==> config.mk <==
export PLATFORM = sky130hd
export DESIGN_NAME = crc_par_engine
export DESIGN_NICKNAME = d
export VERILOG_FILES = /design/src/rtl/crc_pkg.sv /design/src/rtl/crc_lfsr_step.sv /design/src/rtl/crc_par_engine.sv
export SDC_FILE = /design/constraint.sdc
export NUM_CORES = 1
export LEC_CHECK = 0
export CELL_PAD_IN_SITES_DETAIL_PLACEMENT = 0
export CELL_PAD_IN_SITES_GLOBAL_PLACEMENT = 1
export CORE_UTILIZATION = 50
export CTS_BUF_LIST = sky130_fd_sc_hd__clkbuf_2
export DETAILED_ROUTE_END_ITERATION = 8
export DONT_BUFFER_PORTS = 1
export GPL_TIMING_DRIVEN = 0
export PLACE_DENSITY_LB_ADDON = 0.1
export SLEW_MARGIN = 20
export SYNTH_ARGS = -nofsm -noshare
export SYNTH_HDL_FRONTEND = slang
export SYNTH_SLANG_ARGS = --single-unit
==> constraint.sdc <==
create_clock -name CLK -period 2.55 [get_ports CLK]
set_clock_uncertainty 0.2 [all_clocks]
set_input_delay 0.51 -clock CLK [delete_from_list [all_inputs] [get_ports CLK]]
set_output_delay 0.51 -clock CLK [all_outputs]
set_load 0.005 [all_outputs]
==> src/rtl/crc_pkg.sv <==
// Shared FSM state type and default CRC-8/MAXIM constants for the parallel CRC engine.
package crc_pkg;
  typedef enum logic [1:0] {
    IDLE   = 2'd0,
    ABSORB = 2'd1,
    EMIT   = 2'd2
  } crc_state_e;

  localparam int          CRC_WD_DEF  = 8;
  localparam logic [31:0] POLY_DEF    = 32'h0000_008C;
  localparam logic [31:0] SEED_DEF    = 32'h0000_0000;
  localparam logic [31:0] XOR_OUT_DEF = 32'h0000_00FF;
endpackage

==> src/rtl/crc_lfsr_step.sv <==
// Combinational fold of IN_WD data bits into a reflected CRC register, bit 0 first.
module crc_lfsr_step #(
  parameter int                CRC_WD = 8,
  parameter int                IN_WD  = 1,
  parameter logic [CRC_WD-1:0] POLY   = '0
) (
  input  logic [CRC_WD-1:0] crc_in,
  input  logic [IN_WD-1:0]  data,
  output logic [CRC_WD-1:0] crc_out
);
  logic [CRC_WD-1:0] chain [IN_WD+1];

  assign chain[0] = crc_in;

  for (genvar g = 0; g < IN_WD; g++) begin : g_bit
    logic fb;
    assign fb           = data[g] ^ chain[g][0];
    assign chain[g+1]   = (chain[g] >> 1) ^ (fb ? POLY : '0);
  end

  assign crc_out = chain[IN_WD];
endmodule

==> src/rtl/crc_par_engine.sv <==
// Frame CRC engine: absorbs IN_WD bits/cycle, then emits the CRC serially LSB first.
// Optional macro CRC_FINAL_XOR_EN adds parameter XOR_OUT applied to the latched result.
module crc_par_engine
  import crc_pkg::*;
#(
  parameter int                CRC_WD  = CRC_WD_DEF,
  parameter int                IN_WD   = 1,
  parameter logic [CRC_WD-1:0] POLY    = CRC_WD'(POLY_DEF),
  parameter logic [CRC_WD-1:0] SEED    = CRC_WD'(SEED_DEF)
`ifdef CRC_FINAL_XOR_EN
  ,
  parameter logic [CRC_WD-1:0] XOR_OUT = CRC_WD'(XOR_OUT_DEF)
`endif
) (
  input  logic             CLK,
  input  logic             RST,
  input  logic             Active,
  input  logic [IN_WD-1:0] DATA,
  output logic             CRC,
  output logic             Valid,
  output logic             Busy
);
  localparam int CW = $clog2(CRC_WD + 1);

  crc_state_e        state, state_nx;
  logic [CRC_WD-1:0] crc_r, sh, step_in, step_out, result;
  logic [CW-1:0]     cnt;
  logic              emit_done;

  // A frame's first lane folds into SEED directly, so IDLE feeds the seed.
  assign step_in   = (state == IDLE) ? SEED : crc_r;
  assign emit_done = (cnt == CW'(CRC_WD));

`ifdef CRC_FINAL_XOR_EN
  assign result = crc_r ^ XOR_OUT;
`else
  assign result = crc_r;
`endif

  crc_lfsr_step #(
    .CRC_WD (CRC_WD),
    .IN_WD  (IN_WD),
    .POLY   (POLY)
  ) u_step (
    .crc_in  (step_in),
    .data    (DATA),
    .crc_out (step_out)
  );

  always_comb begin
    state_nx = state;
    case (state)
      IDLE:    if (Active)    state_nx = ABSORB;
      ABSORB:  if (!Active)   state_nx = EMIT;
      EMIT:    if (emit_done) state_nx = IDLE;
      default:                state_nx = IDLE;
    endcase
  end

  always_ff @(posedge CLK) begin
    if (RST) begin
      state <= IDLE;
      crc_r <= SEED;
      sh    <= '0;
      cnt   <= '0;
      CRC   <= 1'b0;
      Valid <= 1'b0;
      Busy  <= 1'b0;
    end else begin
      state <= state_nx;
      Busy  <= (state_nx != IDLE);
      Valid <= 1'b0;
      CRC   <= 1'b0;
      case (state)
        IDLE: begin
          if (Active) crc_r <= step_out;
        end
        ABSORB: begin
          if (Active) begin
            crc_r <= step_out;
          end else begin
            sh  <= result;
            cnt <= '0;
          end
        end
        EMIT: begin
          // Active is ignored here; the counter stops at CRC_WD and never wraps.
          if (!emit_done) begin
            Valid <= 1'b1;
            CRC   <= sh[0];
            sh    <= sh >> 1;
            cnt   <= cnt + CW'(1);
          end
        end
        default: ;
      endcase
    end
  end
endmodule

* Word-level counts from Yosys, hierarchy flattened
Cells that the tools add are included.
** Cells by class
- Add/subtract/negate cells :: 1
- Equal/unequal tests :: 5
- Multiplexer cells :: 13
- Bitwise logic cells :: 3
- Reduce and logical (&&, ||, !) cells :: 8
** Operators by type and width (count)
- two-way mux 8 bit :: 4
- one-hot mux 8 bit (2 select lines) :: 1
- two-way mux 4 bit :: 2
- one-hot mux 4 bit (2 select lines) :: 1
- XOR 7 x 8 -> 8 bit :: 1
- two-way mux 2 bit :: 3
- one-hot mux 2 bit (3 select lines) :: 1
- adder 4 x 1 -> 4 bit (second input constant) :: 1
- equality test 4 bit (second input constant) :: 1
- != test 2 bit (second input constant) :: 2
- nonzero test 2 bit :: 2
- OR reduction 2 bit :: 2
- AND reduction 3 bit :: 1
- OR reduction 3 bit :: 1
- equality test 2 x 1 -> 1 bit (second input constant) :: 1
- equality test 2 bit (second input constant) :: 1
- logical NOT 2 bit :: 1
- AND reduction 2 bit :: 1
- two-way mux 1 bit :: 1
- inverter 1 bit :: 1
- XOR 1 bit :: 1
** Word-level totals
- Register bits :: 25
- Bits of input ports :: 4
- Output and inout bits :: 3
- Logic and storage cells :: 37

* Longest topological paths before layout
Gate-level depths: netlist of run 1.
- Depth in word-level cells :: 5
- Mapped depth :: 6
- Gate-level depth less buffers :: 5

* Hierarchy
From an unflattened synthesis of run 1, not the netlist that was laid out.
** Second synthesis, totals
- Cell total of the unflattened synthesis :: 134
- Area total of the unflattened synthesis :: 1218.7 µm²
** By module, submodules not included
- crc_par_engine :: instances 1, cells an instance 125, area an instance 1117.3 µm², sequential area each 500.5 µm²
- crc_lfsr_step :: instances 1, cells an instance 9, area an instance 101.3 µm², sequential area each 0.0 µm²

* Least setup slack after synthesis of run 1
Ideal clock, no wire load.
- Path type :: register to register
- From :: register cnt[0]
- To :: register sh[0]
- Library setup time :: 86 ps
- Arrival :: 1262 ps
- Required time :: 2264 ps
- Slack :: 1002 ps
- Stages on the path, launching flop included :: 7
- Path buffers :: 1
- Period minus slack after synthesis :: 1548 ps
- Path through :: dfxtp_1 -> inv_1 -> ha_1 -> nand3b_1 -> clkbuf_1 -> a211oi_1 -> a211oi_1
** Between the ends
- Cells in the longest elaborated chain, start to end :: 3
** RTL lines
- start, declared :: RTL line crc_par_engine.sv:27 : logic [CW-1:0] cnt;
- start signal, assigned :: RTL line crc_par_engine.sv:92 : cnt <= cnt + CW'(1);
- equality test 4 bit :: RTL line crc_par_engine.sv:32 : assign emit_done = (cnt == CW'(CRC_WD));
- != test 2 bit (no line)
- AND reduction 3 bit (no line)
- end signal, assigned :: RTL line crc_par_engine.sv:82 : sh <= result;
- end signal, assigned :: RTL line crc_par_engine.sv:91 : sh <= sh >> 1;
- end, declared :: RTL line crc_par_engine.sv:26 : logic [CRC_WD-1:0] crc_r, sh, step_in, step_out, result;
Every way passes these cells.
A chain may end at the register's enable or synchronous reset.

* Final worst setup path of run 1
- From :: register cnt[0]
- To :: register sh[4]
Same word-level chain as after synthesis.

==> results of run 1 <==
[report_power, final]
part           switching (W)  total [W]  internal [W]
sequential         0.0000121   0.000421      0.000408
clock               0.000122   0.000159     0.0000364
combinational      0.0000405  0.0000683     0.0000278
total               0.000175   0.000648      0.000473
[metrics by stage]
step | worst slack (ns) | utilization (%)
floorplan | 1.00 | -
global placement | 0.766 | 57.0
detailed placement | 0.751 | 57.0
CTS | 0.713 | 58.1
global route | 0.474 | 58.1
finish | 0.699 | 58.1
[layout by cell type (no fill, tap or decap), types with 2 or more instances in the layout]
master,count
nor2_1,3
and4b_1,2
o21ai_0,3
nand2_1,7
inv_1,3
buf_2,4
a211oi_1,19
nor3b_1,2
clkbuf_2,3
ha_1,2
and2b_1,2
a21oi_1,11
nand2b_1,2
clkbuf_1,4
dfxtp_1,25
mux2i_1,8
nand3_1,9
nand3b_1,2
or3_1,2
[sequential cells by signal, indices dropped and copies added, names as in the netlist]
signal  cells
Valid       1
CRC         1
cnt         4
crc_r       8
Busy        1
state       2
sh          8
[final cells by class]
| type | count | area (µm²) | area share [%] |
|---|---|---|---|
| clock buffers | 3 | 15.0 | 1.27 |
| flip-flops and latches | 25 | 500 | 42.2 |
| well taps | 27 | 33.8 | 2.85 |
| inverters | 3 | 11.3 | 0.949 |
| clock inverters | 1 | 7.51 | 0.633 |
| multi-input cells | 84 | 572 | 48.2 |
| plain buffers | 9 | 46.3 | 3.90 |
[worst max-delay path, delay by kind of cell (launching register included)]
kind / cells / cell delay [ns]
buffers and inverters: 2 / 0.45
flip-flops: 1 / 0.42
AO/OA/AOI/OAI: 2 / 0.37
adder cells (fa/ha/maj): 1 / 0.21
AND/OR/NAND/NOR: 1 / 0.15
[logic make-up (layout without fill, tap and decap cells)]
group / after synthesis / in the layout / synth area share, %
compound gates: 39 / 39 / 23.4
fa+ha+maj: 2 / 2 / 2.21
buf+inv: 12 / 16 / 5.09
flops: 25 / 25 / 44.3
mux: 8 / 8 / 7.09
simple gates: 35 / 35 / 17.9
[routing by layer]
metal	part of all wire, %	wire (µm)
met2	45	1050
met5	0	0
met4	0.48	11
met3	3.7	85
met1	50	1170
[path summary, 6_finish.rpt]
kind | from | to | slack (ns) | cells past startpoint
worst max-delay path | cnt[0] | sh[4] | 0.70 | 6
worst min-delay path | crc_r[5] | crc_r[5] | 0.29 | 2
worst max register to register | cnt[0] | sh[4] | 0.70 | 6
worst min register to register | crc_r[5] | crc_r[5] | 0.29 | 2
==> reports/results.ini, run 1 <==
[status]
outcome=finished, final reports clean

[clock_network]
cts_resized=0
cts_max_level=1
cts.root.buffer_cell=clkbuf_2
cts_tree=done
cts_buffers=3
ctsHoldBuffers=0
cts_sinks=25
clockBufferDepth=2
path_clk_slew_ns=0.25
clk_latency_ns=0.35
cts_setup_buffers=0

[global_route]
grt_use_total_pct=22.4
grt_pass1_vias=843
grt-ovfl-total=0
use_met2_pct=35.4
grt_pass1_wl_um=4080
grt_max_degree=16
grt.met3_usage_pct=5.56
antenna_found_initial=0
grt-busiest-layer=met2
gr-usage-met1_pct=29.3

[place]
port-buffer-count=0
placed_cell_area_mm2=0.00116
gp_congestion=0.838
post-dp-hpwl_um=1680
dp.cells=148

[yosys]
synth.cell_area_mm2=0.00113
synthArstFlopShare_pct=0
synth_common_cells=dfxtp_1, a211oi_1, a21oi_1, nand3_1, mux2i_1
synthTopCellsByArea=dfxtp_1, a211oi_1, mux2i_1, a21oi_1, nand3_1
synth_enable_flop_cells=0
ys_types=29
synth_nets=127
synth_cells=121
synthDominantCellAreaShare_pct=44.3
yosysWarningCount=0
yosys_most_used_dff=dfxtp_1
ys_ff_latch=25
synth_top_area_cell=dfxtp_1
synth_most_common_cell=dfxtp_1
synth-seq-area-share_pct=44.3
syn_area_per_cell_um2=9.34

[timing]
holdWs_ns=0.294
fin_tns_setup_ns=0
worstMarginPinSlew_ns=0.534
max_freq_ghz=0.540
relSlewSlack_pct=64.4
final_max_slew_viol_count=0
rsz0062_at_grt=no
final.period_utilization_pct=72.6
setup_viol=0
min_period_ns=1.85
hold_viol_final=0

[worst_setup_path]
endpoint_kind=register
critical_path_class=reg -> reg
cp_slowest_cell=dfxtp_1
cp_max_fo=10
worstPathRequired_ns=2.63
max_stage_delay_ns=0.42
arrival_ns=1.93
cp_common_cell=a211oi_1
start_kind=register
path_cells=inv_1 -> ha_1 -> nand3b_1 -> clkbuf_1 -> a211oi_1 -> a211oi_1

[final_layout]
num-nets-final=132
syn_to_final_growth_pct=4.98
finalNonFillerCells=152
n_antenna_cell=0
layout-drive-gt1-share_pct=9.60
final_area_mm2=0.00119
nFillCells=203

[route]
drt-total-wl_um=2310
num_vias=895
via_per_inst=5.89
drtAntennaViolNets=0
drt_pass1_iterations=4
wl_per_cell_um=15.2
drc_errors=0
drt_iter0_drc=19

[pwr]
power.total_w=0.000648
leakage_nw=0.444
vdd_ir_drop_max_v=0.000293
cellPowerDensity_mw_per_mm2=546

[floorplan]
die_y_um=49.5
core_region_area_mm2=0.00204
die_w_um=49.5
ios=7
start_util_pct=55.3
die-area_mm2=0.00245
rows=16

[flow_run]
cap_violations=0

[worst_hold_path]
hold_path.class=reg -> reg

No activity file was read; power rests on OpenSTA's default activity.
==> run 2, diff against run 1 <==
- CORE_UTILIZATION: 50 -> 45
- clock period: 2.55 -> 1.5 ns (I/O delays scaled with it)
==> reports/results.ini, run 2 (synthesis results as in run 1) <==
[status]
outcome=finished with violations
violations=negative setup slack

[clock_network]
cts_max_level=1  ; unchanged
cts_tree=done
clk_latency_ns=0.35  ; about the same
ctsHoldBuffers=0  ; unchanged
cts_buffers=3  ; unchanged
clockBufferDepth=2  ; unchanged
cts_sinks=25  ; unchanged
path_clk_slew_ns=0.24  ; about the same
cts.root.buffer_cell=clkbuf_2

[place]
dp.cells=149  ; +0.68%
post-dp-hpwl_um=1660  ; -0.71%
placed_cell_area_mm2=0.00117  ; +0.21%
gp_congestion=0.803  ; -4.1%
port-buffer-count=0  ; unchanged

[floorplan]
die_y_um=52.1  ; +5.2%
rows=17  ; +1
core_region_area_mm2=0.00230  ; +12%
start_util_pct=49.2  ; -6.1 points
die-area_mm2=0.00271  ; +11%
ios=7  ; unchanged
die_w_um=52.1  ; +5.2%

[pwr]
leakage_nw=0.512  ; +15%
vdd_ir_drop_max_v=0.000494  ; +69%
switching_share_pct=27.5  ; +0.54 points
power.internal_w=0.000824  ; +74%
cellPowerDensity_mw_per_mm2=836  ; +53%
pwr-share-comb_pct=13.4  ; +2.9 points
netSwitchingPower_w=0.000313  ; +79%
p_clk_share_pct=23.5  ; -1.0 points
seq_power_share_pct=63.1  ; -1.8 points

[worst_setup_path]
reg2reg_depth=5  ; -1
cp_max_fo=8  ; -2
r2r_slack_ns=-0.06  ; -0.76 ns
path_buf_inv=1  ; -1
start_kind=register
crit_family=compound AO/OA/AOI/OAI gates
worstPathRequired_ns=1.56  ; -1.07 ns
cp_num_cells=5  ; -1
max_stage_delay_ns=0.41  ; about the same
arrival_ns=1.62  ; -0.31 ns
cp_slowest_cell=dfxtp_2
endpoint_kind=register
critical_path_class=reg -> reg
path_cells=inv_2 -> ha_4 -> and3b_2 -> o21ai_4 -> a211oi_1

[global_route]
grt_pass1_vias=868  ; +3.0%
grt_max_degree=15  ; -1
grt-ovfl-total=0  ; unchanged
grt_pass1_wl_um=4000  ; -2.2%
antenna_found_initial=0  ; unchanged
grt_use_total_pct=20.6  ; -1.9 points

[final_layout]
layout-drive-gt1-share_pct=30.3  ; +21 points
num-nets-final=139  ; +5.3%
n_antenna_cell=0  ; unchanged
syn_to_final_growth_pct=20.4
final_common_cell=dfxtp_1
reg.largest.list=crc_r (8), sh (8), cnt (4)
finalNonFillerCells=160  ; +5.3%
final_area_mm2=0.00136  ; +15%
layout_common_cells=dfxtp_1, a21oi_1, a211oi_1

[worst_hold_path]
hold_path.class=in -> reg
holdPathStages=3  ; +1

[timing]
min_period_ns=1.56  ; -0.289 ns
setup_viol=10  ; +10
worstMarginPinSlew_ns=0.531  ; -0.00297 ns
rsz0062_at_grt=yes
max_freq_ghz=0.640  ; +19%
relSlewSlack_pct=64.6  ; +0.20 points
worst_slack_ns=-0.0622  ; -0.761 ns
final.period_utilization_pct=104  ; +32 points
final_max_slew_viol_count=0  ; unchanged
hold_viol_final=0  ; unchanged

[route]
drc_errors=0  ; unchanged
drt_iter0_drc=22  ; +3
wl_per_cell_um=16.0  ; +5.2%
drt-total-wl_um=2560  ; +11%
num_vias=959  ; +7.2%
drtAntennaViolNets=0  ; unchanged
via_per_inst=5.99  ; +1.8%
drt_pass1_iterations=4  ; unchanged

[flow_run]
cap_violations=0  ; unchanged

## run 2: cell types whose count changed in the layout (fill, tap and decap cells not counted), sizes merged
| cell | change |
|---|---|
| buf | +5 |
| clkbuf | +2 |
| clkinv | +1 |
| clkinvlp | -1 |
## run 2: repair_timing
item / CTS / global route
endpoints found under the setup margin: 17 / 16
gates cloned: 1 / 0
buffers inserted: 5 / 1
gates resized for setup: 23 / 8
pin swaps: 8 / 4
endpoints found under the hold margin: 0 / 0
## run 2: metal layers
metal / track usage (%) / vias to the layer above / part of all wire (%) / wire (µm)
li1: - / 477 / - / -
met1: 28.2 / 459 / 51 / 1300
met2: 31.6 / 17 / 45 / 1150
met3: 4.39 / 6 / 2.7 / 69
met4: 7.21 / 0 / 1.4 / 36
met5: 0 / - / 0 / 0
## run 2: layout make-up
| class | instances | area (µm²) |
|---|---|---|
| Fill cell | 200 | 937 |
| Multi-Input combinational cell | 84 | 663 |
| Sequential cell | 25 | 508 |
| Buffer | 9 | 63.8 |
| Timing Repair Buffer | 7 | 58.8 |
| Tap cell | 28 | 35.0 |
| Clock buffer | 3 | 15.0 |
| Inverter | 3 | 11.3 |
| Clock inverter | 1 | 5.00 |
## run 2: stage by stage
step                      setup WS (ns)  hold WS, ns  setup TNS (ns)  util, %  power, W
after floorplan                  0.0584        0.245               0        -  0.000815
after global placement           -0.130        0.266           -1.10     50.8  0.000843
after detailed placement         -0.164        0.268           -1.25     50.8  0.000844
after CTS                      0.000919       0.0717               0     57.6   0.00114
after global routing            -0.0931       0.0907          -0.964     59.2   0.00119
final                           -0.0622       0.0946          -0.434     59.2   0.00114
## run 2: path summary, 6_finish.rpt
path | start | end
setup / recovery | cnt[0] | sh[6]
hold / removal | Active | crc_r[3]
setup reg to reg | cnt[0] | sh[6]
hold reg to reg | crc_r[6] | crc_r[6]
## run 2: worst min-delay path, stage by stage
cell and delay (ns):
nand2b_1 0.08, a21oi_1 0.16, a211oi_1 0.07
## run 2: power groups by stage
stage,combinational [W],clock (W),sequential (W)
global route,0.000165,0.000302,0.000721
detailed placement,0.000117,0,0.000727
global placement,0.000116,0,0.000727
CTS,0.000142,0.000279,0.000716
finish,0.000153,0.000267,0.000718
floorplan,0.0000942,0,0.000721
